`src/rtl/onehot_scan_decoder.sv`:
```
// Registered N-to-2^N one-hot decoder with a direct mode (decode sel_in every
// cycle) and a scan mode (loadable index stepped up/down with wrap-around).
module onehot_scan_decoder #(
  parameter int SEL_W   = 3,
  parameter bit ACT_LOW = 1'b0,
  localparam int OUT_W  = 2**SEL_W
) (
  input  logic             clk,
  input  logic             rst_n,
  input  logic             en,
  input  logic             mode,
  input  logic             load,
  input  logic             step,
  input  logic             dir,
  input  logic [SEL_W-1:0] sel_in,
  output logic [OUT_W-1:0] dec_out,
  output logic [SEL_W-1:0] idx,
  output logic             valid,
  output logic             wrap
);

  typedef enum logic [1:0] {
    IDLE   = 2'd0,
    DIRECT = 2'd1,
    SCAN   = 2'd2
  } state_e;

  state_e             state_q, state_d;
  logic [SEL_W-1:0]   idx_q, idx_d;
  logic [OUT_W-1:0]   dec_q, dec_d;
  logic               valid_q, valid_d;
  logic               wrap_q, wrap_d;

  always_comb begin
    state_d = state_q;
    idx_d   = idx_q;
    wrap_d  = 1'b0;
    if (!en) begin
      state_d = IDLE;
    end else begin
      unique case (state_q)
        IDLE: begin
          if (load) begin
            idx_d   = sel_in;
            state_d = mode ? SCAN : DIRECT;
          end
        end
        DIRECT: begin
          idx_d   = sel_in;
          state_d = mode ? SCAN : DIRECT;
        end
        SCAN: begin
          if (load) begin
            idx_d   = sel_in;
            state_d = mode ? SCAN : DIRECT;
          end else if (!mode) begin
            idx_d   = sel_in;
            state_d = DIRECT;
          end else if (step) begin
            // Natural SEL_W-bit overflow provides the modulo OUT_W wrap.
            if (dir) begin
              idx_d  = idx_q - SEL_W'(1);
              wrap_d = (idx_q == '0);
            end else begin
              idx_d  = idx_q + SEL_W'(1);
              wrap_d = (idx_q == '1);
            end
          end
        end
        default: state_d = IDLE;
      endcase
    end

    valid_d = (state_d != IDLE);
    dec_d   = '0;
    if (valid_d) dec_d[idx_d] = 1'b1;
    dec_d   = dec_d ^ {OUT_W{ACT_LOW}};
  end

  always_ff @(posedge clk or negedge rst_n) begin
    if (!rst_n) begin
      state_q <= IDLE;
      idx_q   <= '0;
      dec_q   <= {OUT_W{ACT_LOW}};
      valid_q <= 1'b0;
      wrap_q  <= 1'b0;
    end else begin
      state_q <= state_d;
      idx_q   <= idx_d;
      dec_q   <= dec_d;
      valid_q <= valid_d;
      wrap_q  <= wrap_d;
    end
  end

  assign dec_out = dec_q;
  assign idx     = idx_q;
  assign valid   = valid_q;
  assign wrap    = wrap_q;

endmodule

```
`config.mk`:
```
export PLATFORM = sky130hd
export DESIGN_NAME = onehot_scan_decoder
export DESIGN_NICKNAME = d
export VERILOG_FILES = /design/src/rtl/onehot_scan_decoder.sv
export SDC_FILE = /design/constraint.sdc
export NUM_CORES = 1
export LEC_CHECK = 0
export ABC_AREA = 1
export BUFFER_PORTS_ARGS = -buffer_cell sky130_fd_sc_hd__clkbuf_2
export CORE_ASPECT_RATIO = 1.1
export CORE_UTILIZATION = 25
export DETAILED_ROUTE_END_ITERATION = 10
export GPL_TIMING_DRIVEN = 0
export HOLD_SLACK_MARGIN = 0.1
export MAX_ROUTING_LAYER = met4
export PLACE_DENSITY = 0.44
export SLEW_MARGIN = 20
export SYNTH_ARGS = -nofsm -noshare
export SYNTH_HDL_FRONTEND = slang
export SYNTH_SLANG_ARGS = --single-unit
```
`constraint.sdc`:
```
create_clock -name clk -period 1.7 [get_ports clk]
set_input_delay 0.085 -clock clk [delete_from_list [all_inputs] [get_ports clk]]
set_output_delay 0.085 -clock clk [all_outputs]
set_load 0.05 [all_outputs]
```
==> results of run 1 <==
==> sequential cells by signal (all words and copies together) (netlist names) <==
register,count
idx,3
wrap,1
dec_out,8
valid,1
state_q,2
==> worst max-delay path, delay by kind of cell (launching register included) <==
kind                     cells  cell delay (ps)
adder cells (fa/ha/maj)      1              580
buffers and inverters        1               30
flip-flops                   1              440
AND/OR/NAND/NOR              8              510
==> per-stage QoR <==
| stage | instance area, µm² | utilization, % | worst slack (ps) | hold WS [ps] |
|---|---|---|---|---|
| 4_1_cts | 1060 | 33.5 | 10.1 | 107 |
| 5_1_grt | 1100 | 34.9 | -79.6 | 116 |
| 6_report | 1100 | 34.9 | 35.0 | 105 |
| 3_3_place_gp | 1000 | 31.8 | 23.4 | 9.53 |
| 2_1_floorplan | 856 | - | 26.1 | -211 |
| 3_5_place_dp | 1000 | 31.8 | 15.3 | 17.3 |
==> routing by layer <==
metal | track usage [%] | share of wire [%]
met1 | 15.9 | 45
met3 | 4.31 | 4.7
met2 | 19.2 | 49
met4 | 4.46 | 1.2
met5 | - | 0
==> cells by family (layout without fill, tap and decap cells) <==
group	after synthesis	after routing
adders and majority gates	1	1
DFF	15	15
and+or+nand+nor	69	69
buffers and inverters	17	48
AOI/OAI and AO/OA	10	10
xor gates and xnor gates	1	1
==> cell usage in the layout (no fill, tap or decap) <==
master and count:
sky130_fd_sc_hd__a211oi_1 1, sky130_fd_sc_hd__a21oi_1 1, sky130_fd_sc_hd__a21oi_4 1, sky130_fd_sc_hd__a22oi_1 1, sky130_fd_sc_hd__a31oi_1 1, sky130_fd_sc_hd__buf_4 4, sky130_fd_sc_hd__clkbuf_1 1, sky130_fd_sc_hd__clkbuf_2 22
sky130_fd_sc_hd__clkbuf_4 3, sky130_fd_sc_hd__dfrtp_1 13, sky130_fd_sc_hd__dfrtp_2 2, sky130_fd_sc_hd__dlygate4sd3_1 2, sky130_fd_sc_hd__fa_2 1, sky130_fd_sc_hd__inv_1 11, sky130_fd_sc_hd__inv_2 5, sky130_fd_sc_hd__nand2_1 29
sky130_fd_sc_hd__nand2_2 9, sky130_fd_sc_hd__nand2_4 1, sky130_fd_sc_hd__nand3_1 6, sky130_fd_sc_hd__nand3_2 2, sky130_fd_sc_hd__nand4_1 3, sky130_fd_sc_hd__nor2_1 14, sky130_fd_sc_hd__nor2_2 4, sky130_fd_sc_hd__nor2_4 1
sky130_fd_sc_hd__o21ai_0 3, sky130_fd_sc_hd__o21ai_1 2, sky130_fd_sc_hd__xor2_1 1
==> power by group through the flow <==
stage / clock [µW] / sequential, µW / combinational (µW)
floorplan: 0 / 489 / 143
global placement: 0 / 417 / 298
detailed placement: 0 / 418 / 297
CTS: 208 / 408 / 312
global route: 225 / 410 / 380
finish: 197 / 406 / 344
==> cell type report <==
| cell class | count | area (µm²) | area share (%) |
|---|---|---|---|
| Timing Repair Buffer | 27 | 155 | 14.1 |
| Tap cell | 34 | 42.5 | 3.87 |
| Multi-Input combinational cell | 81 | 433 | 39.4 |
| Inverter | 16 | 60.1 | 5.46 |
| Clock buffer | 4 | 26.3 | 2.39 |
| Sequential cell | 15 | 378 | 34.4 |
| Buffer | 1 | 5.00 | 0.455 |
==> worst paths after layout <==
path,slack [ps],to,from,cells past startpoint
worst max register to register,30,dec_out[4],idx[0],10
max in group asynchronous,1170,idx[0],rst_n,2
worst max-delay path,30,dec_out[4],idx[0],10
worst min register to register,630,wrap,idx[2],2
worst min-delay path,100,wrap,en,3
min in group asynchronous,250,state_q[1],rst_n,2
==> repair_timing <==
item,in CTS,in global routing
hold buffers,2,0
gates resized for setup,0,8
buffers inserted,1,3
hold endpoints to repair,17,0
pin swaps,0,7
endpoints found under the setup margin,1,7
==> metrics.log, run 1 <==
INFO  metric report.final.hold_viol_count = 0
INFO  metric cell_seen_most_often_among_critical_path_stages = sky130_fd_sc_hd__nand2_1
INFO  metric worst_ir_drop_vdd = 0.391 mV
INFO  metric starting_drc_count_in_detailed_routing = 15
INFO  metric globalRouteOverflowTotal = 0
INFO  metric power.share.switching = 38.7%
INFO  metric routed_wirelength_normalized_by_instance_count = 11.4 µm
INFO  metric crit_path_max_incr_delay = 580 ps
INFO  metric clockPowerShare = 20.8%
INFO  metric clk_lat_worst_skew = 280 ps
INFO  metric place_congestion = 0.824
INFO  metric dieWidth = 57.7 µm
INFO  metric total_cts_buffers = 3
INFO  metric syn_avg_cell_area = 7.55 µm²
INFO  metric clock_tree.htree_level_count = 1
INFO  metric comb_power_share = 36.3%
INFO  metric cts.sinks = 15
INFO  metric via_count_of_the_first_global_routing_pass = 756
INFO  metric ys_top_cells_by_area = sky130_fd_sc_hd__dfrtp_1 (44%), sky130_fd_sc_hd__nand2_1 (14%), sky130_fd_sc_hd__nor2_1 (7.0%), sky130_fd_sc_hd__inv_1 (5.3%), sky130_fd_sc_hd__nand2_2 (4.4%)
INFO  metric synth_top_family_by_area = simple AND/OR/NAND/NOR gates
INFO  metric io_pins = 23
INFO  metric global_route_wire_length_before_repair = 3420 µm
INFO  metric synth_largest_area_cell = sky130_fd_sc_hd__dfrtp_1
INFO  metric cp_max_fo = 2
INFO  metric detailedRoute.firstPassIterationCount = 7
INFO  metric number_of_enable_type_register_cells_in_the_synthesized_netlist = 0
INFO  metric grt_max_degree = 16
INFO  metric clock.fmax = 601 MHz
INFO  metric post-layout-total-power = 948 µW
INFO  metric netlist.area_leader.share = 44.0%
INFO  metric switching_pwr = 367 µW
INFO  metric yosysWarnings = 0
INFO  metric synth-compound-area-share = 7.92%
INFO  metric synth_fa_ha_area_share = 2.35%
INFO  metric synthCells = 113
INFO  metric route.detailed.drc = 1
INFO  metric violations_in_the_final_reports = DRC
INFO  metric post_synth_and_or_nand_nor_area_fraction = 37.1%
INFO  metric fin_crit_sh = 97.9%
INFO  metric num_antenna_cells = 0
INFO  metric filler_cell_count = 343
INFO  metric critPathCaptureType = register
INFO  metric timing_worst_slew_pin_value = 360 ps
INFO  metric clk_pin_slew = 80 ps
INFO  metric routed_via_density = 4.47
INFO  metric synthDistinctLibCells = 22
INFO  metric power.internal = 581 µW
INFO  metric leak_pwr = 0.000584 µW
INFO  metric crit_path_top_delay_cell = sky130_fd_sc_hd__fa_2
INFO  metric synth.yosys.seq_area_share = 44.0%
INFO  metric detail-route-antenna-nets = 0
INFO  metric totalWireLength = 2030 µm
INFO  metric final.setup.tns = 0 ps
INFO  metric clock_root_buffer_master = sky130_fd_sc_hd__clkbuf_4
INFO  metric cap_violations = 0
INFO  metric placed_cells_incl_taps = 168
INFO  metric gr-usage-all-layers = 12.8%
INFO  metric power_density = 862 nW/µm²
INFO  metric unrepaired_setup_endpoints_after_global_routing = yes
INFO  metric critPathRequiredTime = 1870 ps
INFO  metric synth-main-ff-cell = sky130_fd_sc_hd__dfrtp_1
INFO  metric path_cells = fa_2, inv_2, nand2_1, nand3_1, nand2_1, nand2_1, nand2_1, nand2_2, nand3_2, nor2_1
INFO  metric dr_total_vias = 796
INFO  metric layout.cells.non_filler = 178
INFO  metric worstSetupStartpointType = register
INFO  metric synth_nets = 124
INFO  metric max_root_sink_buffers = 2
INFO  metric finalSetupViolations = 0
INFO  metric fp.dieArea = 3650 µm²
INFO  metric min-delay-path-class = primary input to register
INFO  metric worst_ep_arrival_time = 1830 ps
INFO  metric floorplan.die.height = 63.3 µm
INFO  metric final_nets = 156
INFO  metric floorplan.core_area = 3150 µm²
INFO  metric number_of_synthesized_register_bits = 15
INFO  metric area_growth_syn_to_layout = 28.9%
INFO  metric timing.max_slew.rel_slack = 76.0%
INFO  metric start_util = 27.1%
INFO  metric port-buffer-count = 21
INFO  metric slew_viol_final = 0
INFO  metric initial_antenna_violation_count = 0
INFO  metric ys_async_sr_fraction = 100%
INFO  metric dp.final_hpwl = 1590 µm
INFO  metric post_route_cells_drive_above_1_share = 38.2%
INFO  metric power_frac_seq = 42.9%
INFO  metric worstSetupPathType = register to register
INFO  metric placement_rows = 21
INFO  metric finalCriticalPeriod = 1670 ps
INFO  metric synthXorXnorAreaFrac = 1.03%
INFO  metric synth.area.mux_share = 0%
INFO  metric post_synth_instance_area = 853 µm²
INFO  metric tritoncts_clock_tree = built
INFO  metric outcome = finished, violations left
INFO  metric netlist_top_cells_count = sky130_fd_sc_hd__nand2_1 (32), sky130_fd_sc_hd__nor2_1 (16), sky130_fd_sc_hd__dfrtp_1 (15), sky130_fd_sc_hd__inv_1 (12), sky130_fd_sc_hd__nand3_1 (7)
INFO  metric synthMostInstantiatedCell = sky130_fd_sc_hd__nand2_1
INFO  metric finClkSkew = 0.802 ps
(Power assumes the default switching activity.)
==> inputs of run 2 (changes only) <==
Settings changed: CAP_MARGIN from default to 10.
Clock period 1.7 ns to 1.65 ns, I/O delays scaled along.
==> run 2 against run 1 <==
Compared with the run above:
- the flow still finishes with violations (DRC)
- critical path depth is the same
- via count fell by 0.50%
- sequential power is 2% higher
- combinational power rose by 4%
- routed wire length shrank 4.3%
- largest power group unchanged
- die area did not move
- total power rose by 3.2%
- highest routed layer is now met3
- sequential cell count did not move
- worst hold slack better by 3.2 ps
- non-clock buffer count did not move
- register-to-register slack about the same
- clock skew rose by 9.0 ps
==> metrics.log, run 2 (synthesized netlist as in run 1, its figures left out) <==
INFO  metric global_route_wire_length_before_repair = 3430 µm
INFO  metric grt_max_degree = 16
INFO  metric floorplan.die.height = 63.3 µm
INFO  metric placement_rows = 21
INFO  metric tritoncts_clock_tree = built
INFO  metric gr-usage-all-layers = 12.3%
INFO  metric cts.sinks = 15
INFO  metric violations_in_the_final_reports = DRC
INFO  metric worstSetupPathType = register to register
INFO  metric flip_flop_count_of_the_largest_register_all_copies_and_words_added = 8
INFO  metric fin_crit_sh = 98.1%
INFO  metric placed_area = 1000 µm²
INFO  metric area_growth_syn_to_layout = 29.6%
INFO  metric route.detailed.drc = 2
INFO  metric clock_root_buffer_master = sky130_fd_sc_hd__clkbuf_4
INFO  metric start_util = 27.1%
INFO  metric final_design_area_no_fill = 1110 µm²
INFO  metric routed_wirelength_normalized_by_instance_count = 10.9 µm
INFO  metric critPathCaptureType = register
INFO  metric path_cells = fa_2, inv_2, nand2_1, nand3_1, nand2_1, nand2_1, nand2_1, nand2_2, nand3_2, nor2_1
INFO  metric r2r_slack = 30 ps
INFO  metric outcome = finished, violations left
INFO  metric cap_violations = 0
INFO  metric power_density = 884 nW/µm²
INFO  metric timing.reg2reg.worst_path_depth = 10
INFO  metric slew_viol_final = 0
INFO  metric initial_antenna_violation_count = 0
INFO  metric worst_hold_startpoint = en
INFO  metric cell_seen_most_often_among_critical_path_stages = sky130_fd_sc_hd__nand2_1
INFO  metric dieWidth = 57.7 µm
INFO  metric worstSetupStartpointType = register
INFO  metric clock.fmax = 618 MHz
INFO  metric critical_path.top_delay_family = adder cells
INFO  metric finalCriticalPeriod = 1620 ps
INFO  metric cp_max_fo = 2
INFO  metric dr_total_vias = 792
INFO  metric clock_tree.htree_level_count = 1
INFO  metric detail-route-antenna-nets = 0
INFO  metric worstReg2RegStart = idx[0]
INFO  metric worst_ir_drop_vdd = 0.415 mV
INFO  metric crit-reg2reg-capture = dec_out[5]
INFO  metric max_root_sink_buffers = 2
INFO  metric floorplan.core_area = 3150 µm²
INFO  metric post_route_cells_drive_above_1_share = 38.9%
INFO  metric timing_worst_slew_pin_value = 373 ps
INFO  metric mostFrequentLayoutCells = sky130_fd_sc_hd__nand2_1 (27), sky130_fd_sc_hd__clkbuf_2 (22), sky130_fd_sc_hd__nor2_1 (16)
INFO  metric placed_cells_incl_taps = 168
INFO  metric unrepaired_setup_endpoints_after_global_routing = yes
INFO  metric clk_pin_slew = 90 ps
INFO  metric layout.cells.non_filler = 178
INFO  metric via_count_of_the_first_global_routing_pass = 774
INFO  metric fp.dieArea = 3650 µm²
INFO  metric finalSetupViolations = 0
INFO  metric finalHoldWorstSlack = 108 ps
INFO  metric crit_path_max_incr_delay = 550 ps
INFO  metric io_pins = 23
INFO  metric starting_drc_count_in_detailed_routing = 5
INFO  metric final_nets = 156
INFO  metric final.setup.tns = 0 ps
INFO  metric totalWireLength = 1940 µm
INFO  metric place_congestion = 0.788
INFO  metric hold_depth = 3
INFO  metric dp.final_hpwl = 1520 µm
INFO  metric routed_via_density = 4.45
INFO  metric num_antenna_cells = 0
INFO  metric report.final.hold_viol_count = 0
INFO  metric total_cts_buffers = 3
INFO  metric leak_pwr = 0.000590 µW
INFO  metric worst_ep_arrival_time = 1800 ps
INFO  metric detailedRoute.firstPassIterationCount = 7
INFO  metric port-buffer-count = 21
INFO  metric clk_lat_worst_skew = 280 ps
INFO  metric min-delay-path-class = primary input to register
INFO  metric crit_path_top_delay_cell = sky130_fd_sc_hd__fa_2
INFO  metric timing.max_slew.rel_slack = 75.2%
INFO  metric cp.buffers_inverters = 1
INFO  metric globalRouteOverflowTotal = 0
INFO  metric finClkSkew = 9.76 ps
INFO  metric critPathRequiredTime = 1830 ps
INFO  metric holdPathEnd = valid
INFO  metric layout.cells.most_common = sky130_fd_sc_hd__nand2_1
## run 2: changes by cell type in the layout (fill, tap and decap cells not counted), sizes merged
cell | before | now
clkbuf | 26 | 25
clkinv | 0 | 1
## run 2: repair_timing
item	4_1_cts	5_1_grt
endpoints found under the setup margin	6	9
hold buffers	2	0
resized for setup	0	9
endpoints found under the hold margin	17	0
buffers inserted	2	2
pin swaps	0	5
## run 2: tightest hold or removal path, delay by kind of cell
kind | cells | cell delay [ps]
AO/OA/AOI/OAI | 1 | 50
buffers and inverters | 1 | 110
AND/OR/NAND/NOR | 1 | 110
## run 2: where the power goes
part	internal [µW]	total, µW	switching (µW)	leakage (µW)
Sequential	394	414	20.6	0.000198
Clock	89.9	205	115	0.0000177
Combinational	113	358	245	0.000374
Total	597	978	381	0.000590
## run 2: cell type report
class                   instances  area, µm²
clock inverters                 1       5.00
repair buffers                 27        155
clock buffers                   3       22.5
fillers                       342       2050
multi-input cells              81        438
flip-flops and latches         15        378
inverters                      16       60.1
plain buffers                   1       5.00
well taps                      34       42.5
## run 2: per-layer routing
layer	GRT usage [%]	routed length [µm]	share of wire (%)
met4	0.893	0	0
met1	16.2	936	48
met3	3.70	91	4.7
met5	-	0	0
met2	19.6	910	47
## run 2: worst max-delay path by stage
stage               slack (ps)  depth (start not counted)         end    from
global placement           -20                         10  dec_out[4]  idx[0]
detailed placement         -20                         10  dec_out[4]  idx[0]
global route              -100                         10  dec_out[4]  idx[0]
floorplan                  -20                         10  dec_out[4]  idx[0]
CTS                          7                         10  dec_out[3]  idx[0]
finish                      30                         10  dec_out[5]  idx[0]
## run 2: per-stage QoR
stage	power [µW]	util [%]	setup slack [ps]
floorplan	650	-	-23.9
global placement	734	31.8	-22.4
detailed placement	735	31.8	-15.7
CTS	966	33.8	7.00
global route	1060	35.1	-104
finish	978	35.1	31.0
